--- src/rtl/memory_bus_copy_engine_pkg.sv ---
// Shared constants for the combined text/data memory bus and its copy engine.
package memory_bus_copy_engine_pkg;

  localparam logic [31:0] TEXT_BEGIN = 32'h0000_0000;
  localparam logic [31:0] TEXT_END   = 32'h0000_0FFF;
  localparam logic [31:0] DATA_BEGIN = 32'h0001_0000;
  localparam logic [31:0] DATA_END   = 32'h0001_0FFF;

  localparam int unsigned WORD_BYTES       = 4;
  localparam logic [3:0]  BYTE_ENABLE_WORD = 4'b1111;

  // Range arithmetic is 2 bits wider than an address so wrap-around stays visible.
  localparam int unsigned RANGE_BITS = 34;

  typedef enum logic [2:0] {
    ST_IDLE,
    ST_CHECK,
    ST_READ,
    ST_WAIT,
    ST_WRITE,
    ST_DONE,
    ST_ERR
  } copy_state_e;

  // True when the half-open byte range [lo, hi) sits inside the inclusive window.
  function automatic logic range_within(input logic [RANGE_BITS-1:0] lo,
                                        input logic [RANGE_BITS-1:0] hi,
                                        input logic [31:0]           win_begin,
                                        input logic [31:0]           win_end);
    return (lo >= RANGE_BITS'(win_begin)) &&
           (hi <= (RANGE_BITS'(win_end) + RANGE_BITS'(1)));
  endfunction

endpackage

--- src/rtl/memory_bus_range_check.sv ---
// Combinational check of a base/word-count pair against the text and data windows.
module memory_bus_range_check
  import memory_bus_copy_engine_pkg::*;
#(
  parameter int unsigned COUNT_BITS = 16
) (
  input  logic [31:0]           src_base_i,
  input  logic [31:0]           dst_base_i,
  input  logic [COUNT_BITS-1:0] count_i,
  output logic                  src_ok_o,
  output logic                  dst_ok_o
);

  logic [RANGE_BITS-1:0] span;
  logic [RANGE_BITS-1:0] src_lo;
  logic [RANGE_BITS-1:0] src_hi;
  logic [RANGE_BITS-1:0] dst_lo;
  logic [RANGE_BITS-1:0] dst_hi;

  // Sources may live in either window; destinations only in data.
  always_comb begin
    span     = RANGE_BITS'(count_i) * RANGE_BITS'(WORD_BYTES);
    src_lo   = RANGE_BITS'(src_base_i);
    src_hi   = src_lo + span;
    dst_lo   = RANGE_BITS'(dst_base_i);
    dst_hi   = dst_lo + span;
    src_ok_o = range_within(src_lo, src_hi, TEXT_BEGIN, TEXT_END) ||
               range_within(src_lo, src_hi, DATA_BEGIN, DATA_END);
    dst_ok_o = range_within(dst_lo, dst_hi, DATA_BEGIN, DATA_END);
  end

endmodule

--- src/rtl/memory_bus_copy_engine.sv ---
// Bus initiator that copies a block of words from text/data into the data window,
// sharing the memory bus with the core through bus_grant.
module memory_bus_copy_engine
  import memory_bus_copy_engine_pkg::*;
#(
  parameter int unsigned COUNT_BITS   = 16,
  parameter int unsigned READ_LATENCY = 0
) (
  input  logic                  clock,
  input  logic                  reset_n,
  input  logic                  start,
  input  logic [31:0]           src_addr,
  input  logic [31:0]           dst_addr,
  input  logic [COUNT_BITS-1:0] word_count,
  output logic                  busy,
  output logic                  done,
  output logic                  error,
  input  logic                  bus_grant,
  output logic [31:0]           address,
  output logic                  read_enable,
  output logic                  write_enable,
  output logic [3:0]            byte_enable,
  output logic [31:0]           write_data,
  input  logic [31:0]           read_data
);

  if (READ_LATENCY > 1) begin : g_bad_read_latency
    $error("memory_bus_copy_engine: READ_LATENCY must be 0 or 1");
  end

  copy_state_e           state_q, state_d;
  logic [31:0]           src_q, src_d;
  logic [31:0]           dst_q, dst_d;
  logic [31:0]           buf_q, buf_d;
  logic [COUNT_BITS-1:0] rem_q, rem_d;
  logic                  src_ok;
  logic                  dst_ok;
  logic                  aligned;

  memory_bus_range_check #(
    .COUNT_BITS (COUNT_BITS)
  ) u_range_check (
    .src_base_i (src_q),
    .dst_base_i (dst_q),
    .count_i    (rem_q),
    .src_ok_o   (src_ok),
    .dst_ok_o   (dst_ok)
  );

  assign aligned = (src_q[1:0] == 2'b00) && (dst_q[1:0] == 2'b00);

  always_ff @(posedge clock or negedge reset_n) begin
    if (!reset_n) begin
      state_q <= ST_IDLE;
      src_q   <= '0;
      dst_q   <= '0;
      rem_q   <= '0;
      buf_q   <= '0;
    end else begin
      state_q <= state_d;
      src_q   <= src_d;
      dst_q   <= dst_d;
      rem_q   <= rem_d;
      buf_q   <= buf_d;
    end
  end

  // Bus strobes follow bus_grant in the same cycle, so a denied cycle is idle.
  always_comb begin
    state_d      = state_q;
    src_d        = src_q;
    dst_d        = dst_q;
    rem_d        = rem_q;
    buf_d        = buf_q;
    busy         = 1'b0;
    done         = 1'b0;
    error        = 1'b0;
    address      = '0;
    read_enable  = 1'b0;
    write_enable = 1'b0;
    byte_enable  = '0;
    write_data   = '0;

    case (state_q)
      ST_IDLE: begin
        if (start) begin
          src_d   = src_addr;
          dst_d   = dst_addr;
          rem_d   = word_count;
          state_d = ST_CHECK;
        end
      end
      ST_CHECK: begin
        busy = 1'b1;
        if (!aligned || !src_ok || !dst_ok) begin
          state_d = ST_ERR;
        end else if (rem_q == '0) begin
          state_d = ST_DONE;
        end else begin
          state_d = ST_READ;
        end
      end
      ST_READ: begin
        busy = 1'b1;
        if (bus_grant) begin
          address     = src_q;
          read_enable = 1'b1;
          if (READ_LATENCY == 0) begin
            buf_d   = read_data;
            state_d = ST_WRITE;
          end else begin
            state_d = ST_WAIT;
          end
        end
      end
      ST_WAIT: begin
        busy = 1'b1;
        if (bus_grant) begin
          address     = src_q;
          read_enable = 1'b1;
          buf_d       = read_data;
          state_d     = ST_WRITE;
        end
      end
      ST_WRITE: begin
        busy = 1'b1;
        if (bus_grant) begin
          address      = dst_q;
          write_enable = 1'b1;
          byte_enable  = BYTE_ENABLE_WORD;
          write_data   = buf_q;
          src_d        = src_q + 32'(WORD_BYTES);
          dst_d        = dst_q + 32'(WORD_BYTES);
          rem_d        = rem_q - COUNT_BITS'(1);
          state_d      = (rem_q == COUNT_BITS'(1)) ? ST_DONE : ST_READ;
        end
      end
      ST_DONE: begin
        done    = 1'b1;
        state_d = ST_IDLE;
      end
      ST_ERR: begin
        error   = 1'b1;
        state_d = ST_IDLE;
      end
      default: state_d = ST_IDLE;
    endcase
  end

endmodule

--- config.mk ---
export PLATFORM = sky130hd
export DESIGN_NAME = memory_bus_copy_engine
export DESIGN_NICKNAME = d
export VERILOG_FILES = /design/src/rtl/memory_bus_copy_engine_pkg.sv /design/src/rtl/memory_bus_range_check.sv /design/src/rtl/memory_bus_copy_engine.sv
export SDC_FILE = /design/constraint.sdc
export NUM_CORES = 1
export LEC_CHECK = 0
export CAP_MARGIN = 20
export CORE_AREA = 2 2 138 140
export DETAILED_ROUTE_END_ITERATION = 6
export DIE_AREA = 0 0 140 142
export PLACE_DENSITY_LB_ADDON = 0.08
export SLEW_MARGIN = 20
export SYNTH_ARGS = -nofsm -noshare
export SYNTH_HDL_FRONTEND = slang
export SYNTH_SLANG_ARGS = --single-unit
--- constraint.sdc ---
create_clock -name clock -period 4 [get_ports clock]
set_input_delay 0.6 -clock clock [delete_from_list [all_inputs] [get_ports clock]]
set_output_delay 0.6 -clock clock [all_outputs]
set_load 0.02 [all_outputs]
==> impl_metrics.tcl <==
set metrics [dict create \
    rsz0062_at_grt "false" \
    p_sw_frac 0.507 \
    synth_warnings 0 \
    status "finished with violations" \
    drtPass1Iterations 7 \
    drc 4 \
    cts_setup_buffers 0 \
    netlist_area_mm2 0.00959 \
    setup_viol 0 \
    synth_top_area_cell "dfrtp_1" \
    crit_type "register to register" \
    p_comb_frac 0.616 \
    clk_pin_slew_ns 0.07 \
    grt_use_total 0.346 \
    place_area_mm2 0.0117 \
    ctsHoldBuffers 0 \
    synthToLayoutAreaGrowth_pct 29.1 \
    skew_ns 0.0101 \
    n_antenna_cell 0 \
    async_reset_ff_frac 1.00 \
    initialDrtViolationCount 1168 \
    p_per_area_mw_per_mm2 920 \
    finalInstanceArea_mm2 0.0124 \
    grt_overflow 0 \
    drive_gt1_frac 0.0987 \
    final-hold-violation-count 0 \
    grt_pass1_wl_mm 54.5 \
    viasPerCell 6.45 \
    vias 10500 \
    clock-sinks 115 \
    crit_path_end_kind "register" \
    synth_edf_count 0 \
    portBuffers 188 \
    ir_drop_uv 440 \
    fin_setup_tns_ns 0 \
    p_sw_uw 5770 \
    crit_required_ns 4.32 \
    cts_tree "built" \
    worstMarginPinSlew_ns 1.02 \
    dp_hpwl_mm 25.2 \
    cts_buffers 17 \
    synth_seq_cells 115 \
    start_util 0.520 \
    synth_top_area_frac 0.300 \
    p_clk_frac 0.148 \
    io_pins 189 \
    slew_headroom 0.319 \
    synthTopCellsByCount "165 x a21oi_1, 115 x dfrtp_1, 108 x nand2_1" \
    seq_area_frac_synth 0.300 \
    seq_power_share 0.235 \
    cp_max_fo 7 \
    drv_cap 0 \
    synth_cell_types 76 \
    critical_path_arrival_ns 4.04 \
    die-area_mm2 0.0199 \
    grt_max_degree 64 \
    final-max-slew-violation-count 0 \
    power.leakage_uw 0.00481 \
    place.gp.congestion 0.991 \
    fin_crit_sh 0.930 \
    totalPowerFinal_uw 11400 \
    clockRootBuffer "clkbuf_16" \
    routedWlPerCell_um 21.0 \
    layout.nets 1541 \
    synth_area_per_cell_um2 7.81 \
    ys_top_cells_by_area "dfrtp_1 30%, a21oi_1 8.6%, o21ai_0 5.1%" \
    h-tree-depth 4 \
    place_ws_ns 0.280 \
    drtAntennaViolNets 0 \
    core-area_mm2 0.0185 \
    clk_latency_ns 0.43 \
    antenna_found_initial 0 \
    synth.most_common_cell "a21oi_1" \
    timing.final.crit_period_ns 3.72 \
    setup_ws_ns 0.279 \
    synth_cells 1228 \
    violations "design-rule violations" \
    grt_pass1_vias 10200 \
    die_x_um 140 \
    ctsLongestPathBuffers 2 \
    p_int_uw 5610 \
    fmax_mhz 269 \
    routed_wl_mm 34.3 \
    row_count 50 \
    cts_resized 0 \
    synth_ff_type "dfrtp_1" \
    hp-class "primary input to async pin" \
    fp.dieH_um 142 \
    synth.net_count 1384 \
    critPathLaunchType "register" \
]
==> per-layer routing <==
layer,routed length (um),track usage,vias to the layer above,share of wire
met2,15600,0.551,598,0.46
met5,0,0,-,0
met4,946,0.113,0,0.028
li1,-,-,4891,-
met3,3390,0.0814,70,0.099
met1,14300,0.468,4961,0.42
==> per-stage QoR <==
| stage | std cells | hold WS [ns] | utilization |
|---|---|---|---|
| CTS | 1632 | 0.217 | 0.671 |
| floorplan | 1228 | 0.304 | - |
| finish | 1632 | 0.182 | 0.671 |
| detailed placement | 1600 | 0.488 | 0.637 |
| global route | 1632 | 0.233 | 0.671 |
| global placement | 1600 | 0.481 | 0.637 |
==> state kept, by name (all words and copies together), names as in the netlist <==
signal   count
dst_q       32
buf_q       32
rem_q       16
src_q       32
state_q      3
==> cell type report <==
class | instances | area [um^2]
inverter | 31 | 116
fill | 1613 | 6080
timing repair buffer | 234 | 2250
sequential | 115 | 2880
clock buffer | 17 | 425
clock inverter | 15 | 206
tap | 234 | 293
multi-input combinational | 986 | 6210
==> worst paths after layout <==
| kind | startpoint | to | slack [ns] | depth (start not counted) |
|---|---|---|---|---|
| setup / recovery | rem_q[0] | state_q[1] | 0.28 | 12 |
| hold / removal | reset_n | buf_q[9] | 0.18 | 1 |
| setup reg to reg | rem_q[0] | state_q[1] | 0.28 | 12 |
| hold reg to reg | buf_q[22] | buf_q[22] | 0.50 | 1 |
| max in group asynchronous | reset_n | src_q[20] | 2.86 | 2 |
| min in group clock | buf_q[22] | buf_q[22] | 0.50 | 1 |
==> power groups by stage <==
| stage | logic [uW] | clock network, uW | registers [uW] |
|---|---|---|---|
| 5_1_grt | 7710 | 1750 | 2740 |
| 3_5_place_dp | 6830 | 0 | 2640 |
| 3_3_place_gp | 6790 | 0 | 2610 |
| 2_1_floorplan | 5080 | 0 | 2180 |
| 4_1_cts | 6890 | 1700 | 2630 |
| 6_report | 7020 | 1690 | 2680 |
==> cells by family after synthesis <==
kind of cell	synth area share
compound gates	0.280
xor+xnor	0.0228
fa+ha+maj	0.0549
buf+inv	0.0541
flops	0.300
mux	0.0498
simple gates	0.238
==> layout by cell type, fill, tap and decap left out, drive strengths merged, types with 38 or more instances in the layout <==
cell,count
buf,47
ha,38
inv,40
o21ai,103
dfrtp,115
nand2,108
clkdlybuf4s50,187
mux2,38
a21oi,165
nand3,56
nor2,91
and2,38
==> worst max-delay path: stages, from the launching register on <==
cell and delay (ns):
dfrtp_1 0.45, ha_1 0.24, fa_1 0.43, a211o_1 0.32, a211oi_1 0.26, o21ai_1 0.20
a211oi_2 0.26, nor2_1 0.09, xor2_1 0.14, a2111oi_0 0.43, o211ai_1 0.16, a2111o_1 0.45
a21o_1 0.19
No activity file was read; power rests on OpenSTA's default activity.
